$ cat src/rtl/reg_file_resp_if.sv
// Register-bus between the cpu initiator and the register-file responder.
interface reg_file_resp_if #(
  parameter int BUSW  = 32,
  parameter int RINDW = 4
);
  logic             mutexLow;
  logic             rrwen;
  logic [RINDW-1:0] RegInd;
  logic [BUSW-1:0]  RegDbusOut;
  logic [BUSW-1:0]  RegDbusIn;
  logic             RegAck;
  logic             RegErr;
  logic             busy;

  modport master (
    output mutexLow, rrwen, RegInd, RegDbusOut,
    input  RegDbusIn, RegAck, RegErr, busy
  );

  modport slave (
    input  mutexLow, rrwen, RegInd, RegDbusOut,
    output RegDbusIn, RegAck, RegErr, busy
  );
endinterface

$ cat src/rtl/reg_file_resp.sv
// Register-file responder: one read or write per bus claim, acknowledged
// with a single-cycle RegAck; register 0 is hardwired to zero.
module reg_file_resp #(
  parameter int       BUSW  = 32,
  parameter int       RINDW = 4,
  parameter int       NREGS = 16,
  parameter logic     REN   = 1'b1,
  parameter logic     WEN   = 1'b0
) (
  input logic             clk,
  input logic             rst,
  reg_file_resp_if.slave  bus
);

  typedef enum logic [1:0] {IDLE, READ, WRITE, HOLD} state_t;

  localparam logic [RINDW:0] NREGS_W = (RINDW + 1)'(NREGS);

  state_t           state;
  state_t           state_nx;
  logic [RINDW-1:0] idx_q;
  logic [BUSW-1:0]  wdata_q;
  logic [BUSW-1:0]  regs [NREGS];
  logic             in_range;
  logic             access;

  assign in_range = ({1'b0, idx_q} < NREGS_W);
  assign access   = (state == READ) || (state == WRITE);
  assign bus.busy = (state != IDLE);

  // NOTE: sequential state uses non-blocking assignments so every flop
  // samples pre-edge values regardless of block ordering.
  always_ff @(posedge clk or posedge rst) begin
    if (rst) state <= IDLE;
    else     state <= state_nx;
  end

  // NOTE: state_nx gets a default before the case so no path leaves it
  // unassigned, which would otherwise infer a latch.
  always_comb begin
    state_nx = state;
    case (state)
      IDLE: begin
        if (!bus.mutexLow) begin
          // An unknown rrwen falls to the else branch, i.e. a write.
          if (bus.rrwen == REN) state_nx = READ;
          else                  state_nx = WRITE;
        end
      end
      READ:    state_nx = HOLD;
      WRITE:   state_nx = HOLD;
      HOLD:    if (bus.mutexLow) state_nx = IDLE;
      default: state_nx = IDLE;
    endcase
  end

  // Request fields are captured on the claim edge; later bus changes are ignored.
  always_ff @(posedge clk or posedge rst) begin
    if (rst) begin
      idx_q         <= '0;
      wdata_q       <= '0;
      bus.RegDbusIn <= '0;
      bus.RegAck    <= 1'b0;
      bus.RegErr    <= 1'b0;
    end else begin
      if (state == IDLE && !bus.mutexLow) begin
        idx_q   <= bus.RegInd;
        wdata_q <= bus.RegDbusOut;
      end
      bus.RegAck <= access;
      bus.RegErr <= access && !in_range;
      if (state == READ)
        bus.RegDbusIn <= in_range ? regs[idx_q] : '0;
    end
  end

  // NOTE: the register array is explicitly cleared on reset because software
  // relies on every register reading zero after reset; this costs a reset
  // net per flop and rules out mapping the array onto RAM.
  always_ff @(posedge clk or posedge rst) begin
    if (rst) begin
      for (int i = 0; i < NREGS; i++) regs[i] <= '0;
    end else if (state == WRITE && in_range && idx_q != '0) begin
      regs[idx_q] <= wdata_q;
    end
  end

  logic unused_wen;
  assign unused_wen = WEN;

endmodule

$ cat src/flat_wrapper.sv
// flat-port wrapper written by rule: the top's interface ports become plain ports
module reg_file_resp_flat 
#(
  parameter int       BUSW  = 32,
  parameter int       RINDW = 4,
  parameter int       NREGS = 16,
  parameter logic     REN   = 1'b1,
  parameter logic     WEN   = 1'b0
)
  (clk, rst, bus_mutexLow, bus_rrwen, bus_RegInd, bus_RegDbusOut, bus_RegDbusIn, bus_RegAck, bus_RegErr, bus_busy);
  reg_file_resp_if #(.BUSW(BUSW), .RINDW(RINDW)) bus_i ();
  input logic clk;
  input logic rst;
  input wire logic [$bits(bus_i.mutexLow)-1:0] bus_mutexLow;
  input wire logic [$bits(bus_i.rrwen)-1:0] bus_rrwen;
  input wire logic [$bits(bus_i.RegInd)-1:0] bus_RegInd;
  input wire logic [$bits(bus_i.RegDbusOut)-1:0] bus_RegDbusOut;
  output wire logic [$bits(bus_i.RegDbusIn)-1:0] bus_RegDbusIn;
  output wire logic [$bits(bus_i.RegAck)-1:0] bus_RegAck;
  output wire logic [$bits(bus_i.RegErr)-1:0] bus_RegErr;
  output wire logic [$bits(bus_i.busy)-1:0] bus_busy;
  assign bus_i.mutexLow = bus_mutexLow;
  assign bus_i.rrwen = bus_rrwen;
  assign bus_i.RegInd = bus_RegInd;
  assign bus_i.RegDbusOut = bus_RegDbusOut;
  assign bus_RegDbusIn = bus_i.RegDbusIn;
  assign bus_RegAck = bus_i.RegAck;
  assign bus_RegErr = bus_i.RegErr;
  assign bus_busy = bus_i.busy;
  reg_file_resp #(.BUSW(BUSW), .RINDW(RINDW), .NREGS(NREGS), .REN(REN), .WEN(WEN)) u_core (.clk(clk), .rst(rst), .bus(bus_i));
endmodule
$ cat config.mk
export PLATFORM = sky130hd
export DESIGN_NAME = reg_file_resp_flat
export DESIGN_NICKNAME = d
export VERILOG_FILES = /design/src/rtl/reg_file_resp_if.sv /design/src/rtl/reg_file_resp.sv /design/src/flat_wrapper.sv
export SDC_FILE = /design/constraint.sdc
export NUM_CORES = 1
export LEC_CHECK = 0
export CAP_MARGIN = 20
export CORE_MARGIN = 1.5
export CORE_UTILIZATION = 57
export DETAILED_ROUTE_END_ITERATION = 10
export DONT_BUFFER_PORTS = 1
export PLACE_DENSITY = 0.72
export SYNTH_ARGS = -nofsm -noshare
export SYNTH_HDL_FRONTEND = slang
export SYNTH_SLANG_ARGS = --single-unit
$ cat constraint.sdc
create_clock -name clk -period 62.3 [get_ports clk]
set_input_delay 12.46 -clock clk [delete_from_list [all_inputs] [get_ports clk]]
set_output_delay 12.46 -clock clk [all_outputs]
set_load 0.02 [all_outputs]
Word level (Yosys, flattened, before mapping):

Index checks and enable logic that the tools add are counted.

* register bits after elaboration: 583
* input port bits: 40
* output and inout port bits: 35

* reduce and logical (&&, ||, !) cells: 10
* multiplexer cells: 10
* bitwise operators: 1
* order comparisons: 2
* equal/unequal tests: 5

Operators by type and width (count)
* 512-bit bitwise mux: 1
* 32-bit binary-select mux with 4-bit select: 1
* 32-bit demux with 4-bit select: 1
* 32-bit two-way mux: 3
* 2-bit two-way mux: 3
* 2-bit one-hot mux with 3 select lines: 1
* 5-bit >= comparator (second input constant): 1
* 5-bit by 1-bit less-than comparator with 1-bit output (second input constant): 1
* 4-bit NOT with 5-bit output: 1
* 2-bit equality test (second input constant): 2
* 2-bit != test (second input constant): 2
* 4-bit nonzero test: 1
* 1-bit logical AND: 3
* 2-bit by 1-bit equality test with 1-bit output (second input constant): 1
* 2-bit zero test: 1
* 2-bit AND reduction: 1
* 2-bit nonzero test: 1
* 2-bit OR reduction: 1
* 1-bit zero test: 1
* 1-bit logical OR: 1

Logic depth before layout (Yosys ltp):

* word-level depth: 6
* mapped depth: 8
* depth with buffers taken out: 5

Least setup slack after synthesis:

Ideal clock, no wire load.

* path kind: input to register
* from: input bus_mutexLow
* to: register u_core.idx_q[0]
* path buffers: 1
* data required time: 62175 ps
* arrival: 13448 ps
* library setup time: 125 ps
* cell stages on the path: 3
* path slack: 48727 ps
* cells stage by stage: nor2_1 -> buf_2 -> mux2_2

* word-level cells in the longest chain between the ends: 2

RTL lines
* start, declared: RTL line flat_wrapper.sv:14 `input wire logic [$bits(bus_i.mutexLow)-1:0] bus_mutexLow;`
* 1-bit zero test
* 1-bit logical AND: RTL line reg_file_resp.sv:66 `if (state == IDLE && !bus.mutexLow) begin`
* end signal, assigned: RTL line reg_file_resp.sv:67 `idx_q <= bus.RegInd;`
* end, declared: RTL line reg_file_resp.sv:21 `logic [RINDW-1:0] idx_q;`

Every way passes these cells.
A chain may end at the register's enable or synchronous reset.

Final worst setup path:

* from: register u_core.state[0]
* to: output bus_busy

* word-level cells in the longest chain between the ends: 1

RTL lines
* start, declared: RTL line reg_file_resp.sv:19 `state_t state;`
* start signal, assigned: RTL line reg_file_resp.sv:35 `else state <= state_nx;`
* 2-bit nonzero test: RTL line reg_file_resp.sv:29 `assign bus.busy = (state != IDLE);`
* end, declared: RTL line flat_wrapper.sv:21 `output wire logic [$bits(bus_i.busy)-1:0] bus_busy;`

Every way passes these cells.

==> impl_metrics.yaml <==
timing:
  finalSetupTns_ns: 0
  slew_viol_final: 0
  period_needed_ns: 13.98
  rsz0062_at_grt: "false"
  tightest_slew_ns: 1.11
  max_slew_margin_pct: 25.5
  fin_skew_ns: 0.0236
  fmax_ghz: 0.0715
  setup_viol: 0
  hold_viol_final: 0
  period_share_pct: 22.4
worst_setup_path:
  r2r_start: "u_core.idx_q[0]"
  arrival_ns: 1.52
  path_max_fanout: 4
  crit_start: "u_core.state[0]"
  endpoint_kind: "primary output"
  worst-setup-path-type: "reg -> out"
  crit_path_end: "bus_busy"
  regToRegSetupSlack_ns: 57.36
  r2r-end: "u_core.regs[435]"
  ff2ff_path_depth: 7
  cp.required_ns: 49.84
  cp-start-kind: "flop"
finish:
  area_growth_syn_to_layout_pct: 9.31
  final_cells: 2349
  nNetsFinal: 1754
  n_fill_cell: 3252
  n_antenna_cell: 0
  drive_above_1_share_pct: 38.2
synth:
  yosysMostFrequentCell: "dfrtp_1"
  syn_area_mm2: 0.0256
  ys_warn_count: 0
  synth_edf_count: 0
  synth_area_leaders: "dfrtp_1, mux2_2, mux2i_1"
  ys_types: 32
  synth_compound_area_share_pct: 3.94
  synth_xor_area_share_pct: 0
  synth_adder_area_share_pct: 0.245
  synth_top_area_share_pct: 57.1
  synth_top_family_by_area: "multiplexers"
  synth_nets: 1833
  ys_ff_latch: 583
  ys.flop_type: "dfrtp_1"
  yosys-top-cells-count: "dfrtp_1, mux2_2, mux2i_1"
  syn_inst: 1788
  synth-simple-area-share_pct: 2.12
  async_reset_ff_share_pct: 100
  synth_area_per_cell_um2: 14.3
  synth_top_cell_by_area: "dfrtp_1"
  ys_seq_area_share_pct: 57.1
  synthMuxAreaShare_pct: 33.2
pwr:
  vdd_drop_max_v: 0.0000608
  clockPowerShare_pct: 23.7
  switching_share_pct: 34.4
  finalPower_mw: 1.52
  leakage_nw: 12.7
  switchingPower_mw: 0.521
  pwr-share-comb_pct: 31.2
  pwr-share-seq_pct: 45.1
  p_per_area_mw_per_mm2: 54.3
  internal-power_mw: 0.995
floorplan:
  coreArea_mm2: 0.0442
  start_util_pct: 57.8
  row_count: 77
  die_x_um: 215
  io_pins: 75
  dieArea_mm2: 0.0461
  die_y_um: 215
cts:
  post_cts_buffers: 0
  cts_root_buf: "clkbuf_16"
  holdBufCountCts: 0
  clock_sinks: 583
  clock_path_buffers: 3
  clk_latency_ns: 0.63
  postCtsResizedCells: 0
  htreeDepth: 2
  cts_buffers: 59
  path_clk_slew_ns: 0.06
  tritoncts: "built"
placed_design:
  dp_hpwl_um: 33200
  placed_cells: 2235
  port_buffers: 0
  gp_congestion: 0.745
grt:
  grt_pass1_wl_um: 91500
  antenna_found_initial: 0
  grt_max_degree: 149
  grt_pass1_vias: 15600
  grt_util_all_layers_pct: 25.9
  grt_overflow_total: 0
min_path:
  min-delay-path-class: "reg -> reg"
  hp-start: "u_core.regs[497]"
route:
  drt-wirelength-per-cell_um: 24.8
  vias_per_cell: 6.12
  drtIter0Drc: 874
  ant_nets: 0
  dr.pass1.iters: 5
  routed-via-count: 14400
  drc: 0
  wirelength_um: 58300
run_status:
  status: "finished, final reports clean"
run:
  maxCapViolations: 0
==> area by class of cell <==
type                    count  area [µm²]  share of cell area (%)
flip-flops and latches    583       14600                    52.3
inverters                   4        22.5                  0.0806
repair buffers             40         388                    1.39
clock buffers              89        1740                    6.23
clock inverters            20         246                   0.882
multi-input cells        1021       10200                    36.5
well taps                 592         741                    2.65
==> worst max-delay path, stage by stage (launching register included) <==
cell and delay (ns):
dfrtp_1 0.39, inv_1 0.10, ha_1 0.21, inv_1 0.20
==> flip-flops by register name, summed over array words and instances (netlist names) <==
signal,count
u_core.bus.RegDbusIn,32
u_core.state,2
u_core.bus.RegAck,1
u_core.wdata_q,32
u_core.regs,512
u_core.idx_q,4
==> through the flow <==
stage | worst slack (ns) | hold WS (ns) | util, % | cell area (µm²)
after CTS | 47.72 | 0.377 | 62.9 | 27800
after detailed placement | 47.06 | 0.363 | 58.4 | 25800
after global placement | 47.15 | 0.360 | 58.4 | 25800
final | 48.32 | 0.372 | 63.2 | 27900
after global routing | 48.22 | 0.386 | 63.2 | 27900
after floorplan | 33.53 | 0.425 | - | 25600
==> cell usage in the layout, fill, tap and decap left out, types with 14 or more instances in the layout <==
| master | n |
|---|---|
| o22ai_1 | 64 |
| mux2_1 | 35 |
| a221oi_1 | 22 |
| buf_4 | 35 |
| mux2_2 | 482 |
| clkbuf_16 | 60 |
| nor2_1 | 65 |
| o21ai_0 | 24 |
| clkbuf_1 | 16 |
| mux2i_1 | 193 |
| nand2_1 | 14 |
| dfrtp_1 | 579 |
| mux4_2 | 32 |
| a31oi_1 | 32 |
==> kinds of logic (layout without fill, tap and decap cells) <==
kind of cell             after synthesis  after routing
other                                  1              1
buffers and inverters                184            153
AND/OR/NAND/NOR                      120            120
adder cells (fa/ha/maj)                5              5
AO/OA/AOI/OAI                        153            153
flip-flops                           583            583
multiplexers                         742            742
==> worst min-delay path by stage <==
stage | endpoint | slack [ns] | cells past startpoint
final | u_core.regs[497] | 0.37 | 0
after global placement | u_core.regs[497] | 0.36 | 0
after global routing | u_core.regs[492] | 0.39 | 0
after floorplan | u_core.regs[480] | 0.42 | 1
after detailed placement | u_core.regs[492] | 0.36 | 0
after CTS | u_core.regs[495] | 0.38 | 0
==> per-layer routing <==
layer | wire (µm) | share of wire (%) | GRT usage [%]
met5 | 0 | 0 | 0
met4 | 1470 | 2.5 | 7.82
met3 | 2220 | 3.8 | 4.59
met2 | 28500 | 49 | 43.1
met1 | 26100 | 45 | 35.0
==> power groups by stage <==
| stage | Combinational, mW | Clock [mW] | Sequential [mW] |
|---|---|---|---|
| after detailed placement | 0.471 | 0 | 0.690 |
| after CTS | 0.474 | 0.366 | 0.683 |
| after global routing | 0.510 | 0.381 | 0.708 |
| after floorplan | 0.407 | 0 | 0.618 |
| final | 0.472 | 0.360 | 0.684 |
| after global placement | 0.460 | 0 | 0.678 |
Note: power is estimated with default switching activity, not from simulation.
